$ cat config.mk
export PLATFORM = sky130hd
export DESIGN_NAME = load_store_unit
export DESIGN_NICKNAME = d
export VERILOG_FILES = /design/src/rtl/load_store_unit_pkg.sv /design/src/rtl/lsu_lane_fmt.sv /design/src/rtl/load_store_unit.sv
export SDC_FILE = /design/constraint.sdc
export NUM_CORES = 1
export LEC_CHECK = 0
export CAP_MARGIN = 20
export CORE_MARGIN = 10
export CORE_UTILIZATION = 45
export CTS_CLUSTER_SIZE = 25
export DETAILED_ROUTE_END_ITERATION = 6
export PLACE_DENSITY = 0.83
export SYNTH_ARGS = -nofsm -noshare
export SYNTH_HDL_FRONTEND = slang
export SYNTH_SLANG_ARGS = --single-unit
$ cat constraint.sdc
create_clock -name clk -period 3.6 [get_ports clk]
set_clock_uncertainty 0.1 [all_clocks]
set_input_delay 0.36 -clock clk [delete_from_list [all_inputs] [get_ports clk]]
set_output_delay 0.36 -clock clk [all_outputs]
set_load 0.02 [all_outputs]
$ cat src/rtl/load_store_unit_pkg.sv
// Shared RV32I load/store definitions: opcodes, funct3 sizes and LSU FSM state encodings.
package load_store_unit_pkg;

  localparam logic [6:0] OP_LOAD  = 7'b0000011;
  localparam logic [6:0] OP_STORE = 7'b0100011;

  localparam logic [2:0] F3_B  = 3'b000;
  localparam logic [2:0] F3_H  = 3'b001;
  localparam logic [2:0] F3_W  = 3'b010;
  localparam logic [2:0] F3_BU = 3'b100;
  localparam logic [2:0] F3_HU = 3'b101;

  typedef enum logic [1:0] {
    S_IDLE      = 2'd0,
    S_LOAD_WAIT = 2'd1,
    S_STORE     = 2'd2,
    S_RESP      = 2'd3
  } lsu_state_e;

  function automatic logic is_lsu_opcode(input logic [6:0] op);
    return (op == OP_LOAD) || (op == OP_STORE);
  endfunction

endpackage

$ cat src/rtl/lsu_lane_fmt.sv
// Byte-lane steering for stores and lane extract plus sign/zero extension for loads.
module lsu_lane_fmt
  import load_store_unit_pkg::*;
(
  input  logic [2:0]  st_funct3,
  input  logic [1:0]  st_off,
  input  logic [31:0] st_data,
  output logic [3:0]  st_byteena,
  output logic [31:0] st_wdata,
  input  logic [2:0]  ld_funct3,
  input  logic [1:0]  ld_off,
  input  logic [31:0] ld_raw,
  output logic [31:0] ld_data
);

  logic [31:0] byte_sh;
  logic [31:0] half_sh;
  logic [7:0]  ld_byte;
  logic [15:0] ld_half;

  always_comb begin
    st_byteena = 4'b0000;
    st_wdata   = 32'h0;
    case (st_funct3)
      F3_B: begin
        st_byteena = 4'b0001 << st_off;
        st_wdata   = {4{st_data[7:0]}};
      end
      F3_H: begin
        st_byteena = 4'b0011 << st_off;
        st_wdata   = {2{st_data[15:0]}};
      end
      F3_W: begin
        st_byteena = 4'b1111;
        st_wdata   = st_data;
      end
      default: ;
    endcase
  end

  // Offsets arrive already aligned, so the half select only needs bit 1.
  always_comb begin
    byte_sh = ld_raw >> {ld_off, 3'b000};
    half_sh = ld_raw >> {ld_off[1], 4'b0000};
    ld_byte = byte_sh[7:0];
    ld_half = half_sh[15:0];
    ld_data = 32'h0;
    case (ld_funct3)
      F3_B:    ld_data = {{24{ld_byte[7]}}, ld_byte};
      F3_H:    ld_data = {{16{ld_half[15]}}, ld_half};
      F3_W:    ld_data = ld_raw;
      F3_BU:   ld_data = {24'h0, ld_byte};
      F3_HU:   ld_data = {16'h0, ld_half};
      default: ld_data = 32'h0;
    endcase
  end

endmodule

$ cat src/rtl/load_store_unit.sv
// RV32I memory stage: sizing, lane steering, latency wait and fault checks.
// Define LSU_MISALIGN_TRAP_EN to fault on misaligned half/word instead of force-aligning.
module load_store_unit
  import load_store_unit_pkg::*;
#(
  parameter int ADDR_W      = 8,
  parameter int MEM_LATENCY = 2
) (
  input  logic              clk,
  input  logic              rst,
  input  logic              req_valid,
  output logic              req_ready,
  input  logic              req_store,
  input  logic [2:0]        req_funct3,
  input  logic [31:0]       req_addr,
  input  logic [31:0]       req_wdata,
  output logic              resp_valid,
  output logic [31:0]       resp_rdata,
  output logic              resp_err,
  output logic [ADDR_W-1:0] mem_addr,
  output logic [31:0]       mem_wdata,
  output logic [3:0]        mem_byteena,
  output logic              mem_wren,
  input  logic [31:0]       mem_q
);

  // Handshake: a request transfers on a rising edge where req_valid && req_ready;
  // resp_valid is a single-cycle pulse with resp_rdata/resp_err valid alongside it.

  lsu_state_e state, next_state;

  logic [2:0]        f3_q;
  logic [1:0]        off_q;
  logic [3:0]        be_q;
  logic [31:0]       wd_q;
  logic [ADDR_W-1:0] addr_q;
  logic [31:0]       rdata_q;
  logic              err_q;
  logic [2:0]        cnt_q;

  logic        accept, fault, illegal, out_of_range, misaligned, cnt_last;
  logic [1:0]  off_aligned;
  logic [3:0]  st_be;
  logic [31:0] st_wd, ld_fmt;

  assign accept   = (state == S_IDLE) && req_valid;
  assign cnt_last = (cnt_q == 3'd1);

  always_comb begin
    if (req_store)
      illegal = !(req_funct3 inside {F3_B, F3_H, F3_W});
    else
      illegal = !(req_funct3 inside {F3_B, F3_H, F3_W, F3_BU, F3_HU});
    out_of_range = |req_addr[31:ADDR_W+2];
`ifdef LSU_MISALIGN_TRAP_EN
    misaligned = ((req_funct3 == F3_H || req_funct3 == F3_HU) && req_addr[0]) ||
                 ((req_funct3 == F3_W) && (req_addr[1:0] != 2'b00));
`else
    misaligned = 1'b0;
`endif
    fault = illegal || out_of_range || misaligned;
  end

  // Natural alignment is applied unconditionally; in the trapping build any
  // access it would change has already been faulted.
  always_comb begin
    case (req_funct3)
      F3_H, F3_HU: off_aligned = {req_addr[1], 1'b0};
      F3_W:        off_aligned = 2'b00;
      default:     off_aligned = req_addr[1:0];
    endcase
  end

  lsu_lane_fmt u_lane_fmt (
    .st_funct3  (req_funct3),
    .st_off     (off_aligned),
    .st_data    (req_wdata),
    .st_byteena (st_be),
    .st_wdata   (st_wd),
    .ld_funct3  (f3_q),
    .ld_off     (off_q),
    .ld_raw     (mem_q),
    .ld_data    (ld_fmt)
  );

  always_ff @(posedge clk) begin
    if (rst) begin
      state   <= S_IDLE;
      f3_q    <= 3'b000;
      off_q   <= 2'b00;
      be_q    <= 4'b0000;
      wd_q    <= 32'h0;
      addr_q  <= '0;
      rdata_q <= 32'h0;
      err_q   <= 1'b0;
      cnt_q   <= 3'd0;
    end else begin
      state <= next_state;
      if (accept) begin
        f3_q    <= req_funct3;
        off_q   <= off_aligned;
        err_q   <= fault;
        rdata_q <= 32'h0;
        if (!fault) begin
          addr_q <= req_addr[ADDR_W+1:2];
          if (req_store) begin
            be_q <= st_be;
            wd_q <= st_wd;
          end else begin
            cnt_q <= 3'(MEM_LATENCY);
          end
        end
      end else if (state == S_LOAD_WAIT) begin
        cnt_q <= cnt_q - 3'd1;
        if (cnt_last) rdata_q <= ld_fmt;
      end
    end
  end

  always_comb begin
    next_state = state;
    case (state)
      S_IDLE: begin
        if (req_valid) begin
          if (fault)          next_state = S_RESP;
          else if (req_store) next_state = S_STORE;
          else                next_state = S_LOAD_WAIT;
        end
      end
      S_LOAD_WAIT: if (cnt_last) next_state = S_RESP;
      S_STORE:     next_state = S_RESP;
      S_RESP:      next_state = S_IDLE;
      default:     next_state = S_IDLE;
    endcase
  end

  always_comb begin
    req_ready   = (state == S_IDLE);
    resp_valid  = (state == S_RESP);
    resp_err    = (state == S_RESP) && err_q;
    resp_rdata  = rdata_q;
    mem_wren    = (state == S_STORE);
    mem_byteena = (state == S_STORE) ? be_q : 4'b0000;
    mem_addr    = addr_q;
    mem_wdata   = wd_q;
  end

endmodule

==> results.cfg <==
[sta]
postLayoutSetupSlackWorst_ns = 0.9910
timing.final.setup_violations = 0
timing.slew.headroom_pct = 46.26
final-hold-violation-count = 0
timing.final.max_slew_violations = 0
fmaxAchievable_ghz = 0.3833
grt_setup_unrepaired = false
fin_setup_tns_ns = 0
final.min_clock_period_ns = 2.609
worst-slew-pin-transition_ns = 0.8061
period_share_pct = 72.47

[synth]
synth_most_common_cell = sky130_fd_sc_hd__dfxtp_1
yosysWarnings = 0
ys.flop_type = sky130_fd_sc_hd__dfxtp_1
async_s_r_ff_share_synth_pct = 0
avg_synthesized_cell_area_um2 = 9.170
syn_inst = 499
yosys.area.top_type_share_pct = 38.06
synth_enable_flop_cells = 0
mappedNetlistNets = 608
post_synth_num_cell_types = 49
synth_top_area_cell = sky130_fd_sc_hd__dfxtp_1
post_synth_most_frequent_cells = sky130_fd_sc_hd__dfxtp_1, sky130_fd_sc_hd__mux2i_1, sky130_fd_sc_hd__nand2_1, sky130_fd_sc_hd__nand2b_1, sky130_fd_sc_hd__clkbuf_1
synth_seq_area_share_pct = 38.06
synthesis.area_um2 = 4576
synth.top_cells.by_area = sky130_fd_sc_hd__dfxtp_1, sky130_fd_sc_hd__mux2i_1, sky130_fd_sc_hd__nand2b_1
synth_seq_cells = 87

[global_routing]
first_global_vias = 4758
grt_overflow_total = 0
grt_max_degree = 46
met2_usage_pct = 35.27
grt_first_pass_wirelength_um = 24750
gr-usage-all-layers_pct = 20.65
grt_antenna_before_repair = 0
grt_use_met1_pct = 23.65
grt_util_met3_pct = 7.073
grt_most_used_layer = met2

[floorplan]
die_height_um = 120.8
row_count = 36
floorplan.die_area_um2 = 14600
io_pins = 183
die_x_um = 120.8
floorplan.initialDensity_pct = 46.60
fp.coreArea_um2 = 9819

[place]
place.port_buffers = 182
routabilityCongestion = 0.9124
place_hpwl_um = 12080
dp_worst_setup_slack_ns = 0.8950

[pwr]
power.share.switching_pct = 31.10
clkPwrFrac_pct = 29.3
leakage_uw = 0.002576
power_switching_uw = 835.8
pwr-share-seq_pct = 40.2
share_comb_of_total_power_pct = 30.5
worst_ir_drop_vdd_mv = 0.3547
internal-power_uw = 1851
power_density_nw_per_um2 = 402.1

[worst_setup_path]
critical_path.top_delay_family = simple AND/OR/NAND/NOR gates
worstPathCellList = inv_1 > ha_1 > and3b_1 > nand2_1 > or2_2 > o2bb2ai_1
cp_num_buf_inv = 1
critical_path_peak_fanout = 20
critical-path-slowest-cell = sky130_fd_sc_hd__and3b_1
crit_type = flop to flop
endpoint_kind = flop
critPathArrivalTime_ns = 2.79
worstPathRequired_ns = 3.78
max_stage_delay_ns = 0.72
startpoint_type = flop

[status]
run_status = complete, no violations

[worst_hold_path]
hold_path.class = flop to flop

[detailed_routing]
vias_per_cell = 5.661
initialDrtViolationCount = 440
postRouteAntennaNets = 0
num_vias = 4523
detail_route.first_pass.iterations = 7
drt-total-wl_um = 15480
detail_route.wl_per_cell_um = 19.37
drcViolationCount = 0

[clock_network]
post_cts_resize_count = 0
path_clk_slew_ns = 0.08
clock_tree.htree_level_count = 3
tritoncts_num_sinks = 87
cts_tree = built
root_buffer = sky130_fd_sc_hd__clkbuf_8
cts.repair_timing.setup_buffer_count = 0
ctsLongestPathBuffers = 2
worst_skew_pair.late_latency_ns = 0.35
cts_made_buffers = 9
hold_buffers = 0

[layout]
post_route_cells_drive_above_1_share_pct = 7.057
nNetsFinal = 773
num_antenna_cells = 0
flow.area_growth_from_synthesis_pct = 46.05

[job]
maxCapViolations = 0
[cells in the final DEF (no fill, tap or decap), types with 2 or more instances in the layout]
cell type and count:
sky130_fd_sc_hd__and2_1 23, sky130_fd_sc_hd__mux2_2 10, sky130_fd_sc_hd__a222oi_1 13, sky130_fd_sc_hd__o2bb2ai_1 7, sky130_fd_sc_hd__a211oi_1 3, sky130_fd_sc_hd__a32oi_1 2, sky130_fd_sc_hd__buf_4 12, sky130_fd_sc_hd__o21ai_0 23
sky130_fd_sc_hd__nor2b_1 4, sky130_fd_sc_hd__inv_1 7, sky130_fd_sc_hd__o221a_2 8, sky130_fd_sc_hd__clkbuf_8 9, sky130_fd_sc_hd__ha_1 6, sky130_fd_sc_hd__nor2_1 11, sky130_fd_sc_hd__nand3b_1 9, sky130_fd_sc_hd__o31ai_1 8
sky130_fd_sc_hd__nand2_1 53, sky130_fd_sc_hd__bufinv_16 3, sky130_fd_sc_hd__nand2b_1 41, sky130_fd_sc_hd__a22o_1 11, sky130_fd_sc_hd__nor4_1 4, sky130_fd_sc_hd__nand3_1 5, sky130_fd_sc_hd__nand4_1 11, sky130_fd_sc_hd__dfxtp_1 87
sky130_fd_sc_hd__o221a_1 10, sky130_fd_sc_hd__clkdlybuf4s50_1 182, sky130_fd_sc_hd__a22oi_1 2, sky130_fd_sc_hd__a221oi_1 6, sky130_fd_sc_hd__o211ai_1 3, sky130_fd_sc_hd__and2_0 2, sky130_fd_sc_hd__nor3_2 2, sky130_fd_sc_hd__mux2i_1 53
sky130_fd_sc_hd__a21oi_1 19
[routing by layer]
metal  wire (µm)  vias up
li1            -     2174
met1        6230     2166
met2        7768      162
met3        1155       21
met4         321        0
met5           0        -
[through the flow]
stage | cells | hold slack, ns | cell area [µm²] | total power [µW] | utilization [%]
after floorplan | 499 | 0.3473 | 4576 | 1567 | -
after global placement | 786 | 0.3497 | 6461 | 1888 | 65.80
after detailed placement | 786 | 0.3457 | 6461 | 1916 | 65.80
after CTS | 799 | 0.3711 | 6683 | 2697 | 68.06
after global routing | 799 | 0.3913 | 6683 | 2832 | 68.06
final | 799 | 0.3694 | 6683 | 2687 | 68.06
[cell type report]
cell class                      instances  area, µm²
Fill cell                             835       3137
Multi-Input combinational cell        364       2611
Timing Repair Buffer                  194       1912
Sequential cell                        87       1742
Tap cell                              133      166.4
Clock buffer                            9      123.9
Clock inverter                          4      97.59
Inverter                                8      30.03
[registers in the layout (all words and copies together), names as in the netlist]
| name | cells |
|---|---|
| be_q | 4 |
| cnt_q | 3 |
| err_q | 1 |
| f3_q | 3 |
| mem_addr | 8 |
| mem_wdata | 32 |
| off_q | 2 |
| resp_rdata | 32 |
| state | 2 |
[worst paths after layout]
kind / cells past startpoint / from / slack [ns] / endpoint
max: 6 / state[1] / 0.99 / resp_rdata[6]
max reg2reg: 6 / state[1] / 0.99 / resp_rdata[6]
min: 1 / resp_rdata[2] / 0.37 / resp_rdata[2]
min reg2reg: 1 / resp_rdata[2] / 0.37 / resp_rdata[2]
[power by group through the flow]
stage,clock (µW),sequential (µW),combinational (µW)
floorplan,0,1110,454
global placement,0,1100,788
detailed placement,0,1100,813
CTS,800,1080,816
global route,845,1090,896
finish,788,1080,819
[kinds of logic after synthesis]
kind of cell / Yosys count / synth area share, %
simple gates: 173 / 20.67
compound gates: 121 / 20.51
xor+xnor: 1 / 0.1914
fa+ha+maj: 6 / 1.641
buf+inv: 48 / 4.868
mux: 63 / 14.06
flops: 87 / 38.06
[worst register-to-register path: cells and delay by family, from the launching register on]
kind | cells | cell delay, ns
simple gates | 3 | 1.59
flops | 1 | 0.34
fa+ha+maj | 1 | 0.27
compound gates | 1 | 0.15
buf+inv | 1 | 0.09
Power figures use the tool's default switching activity.
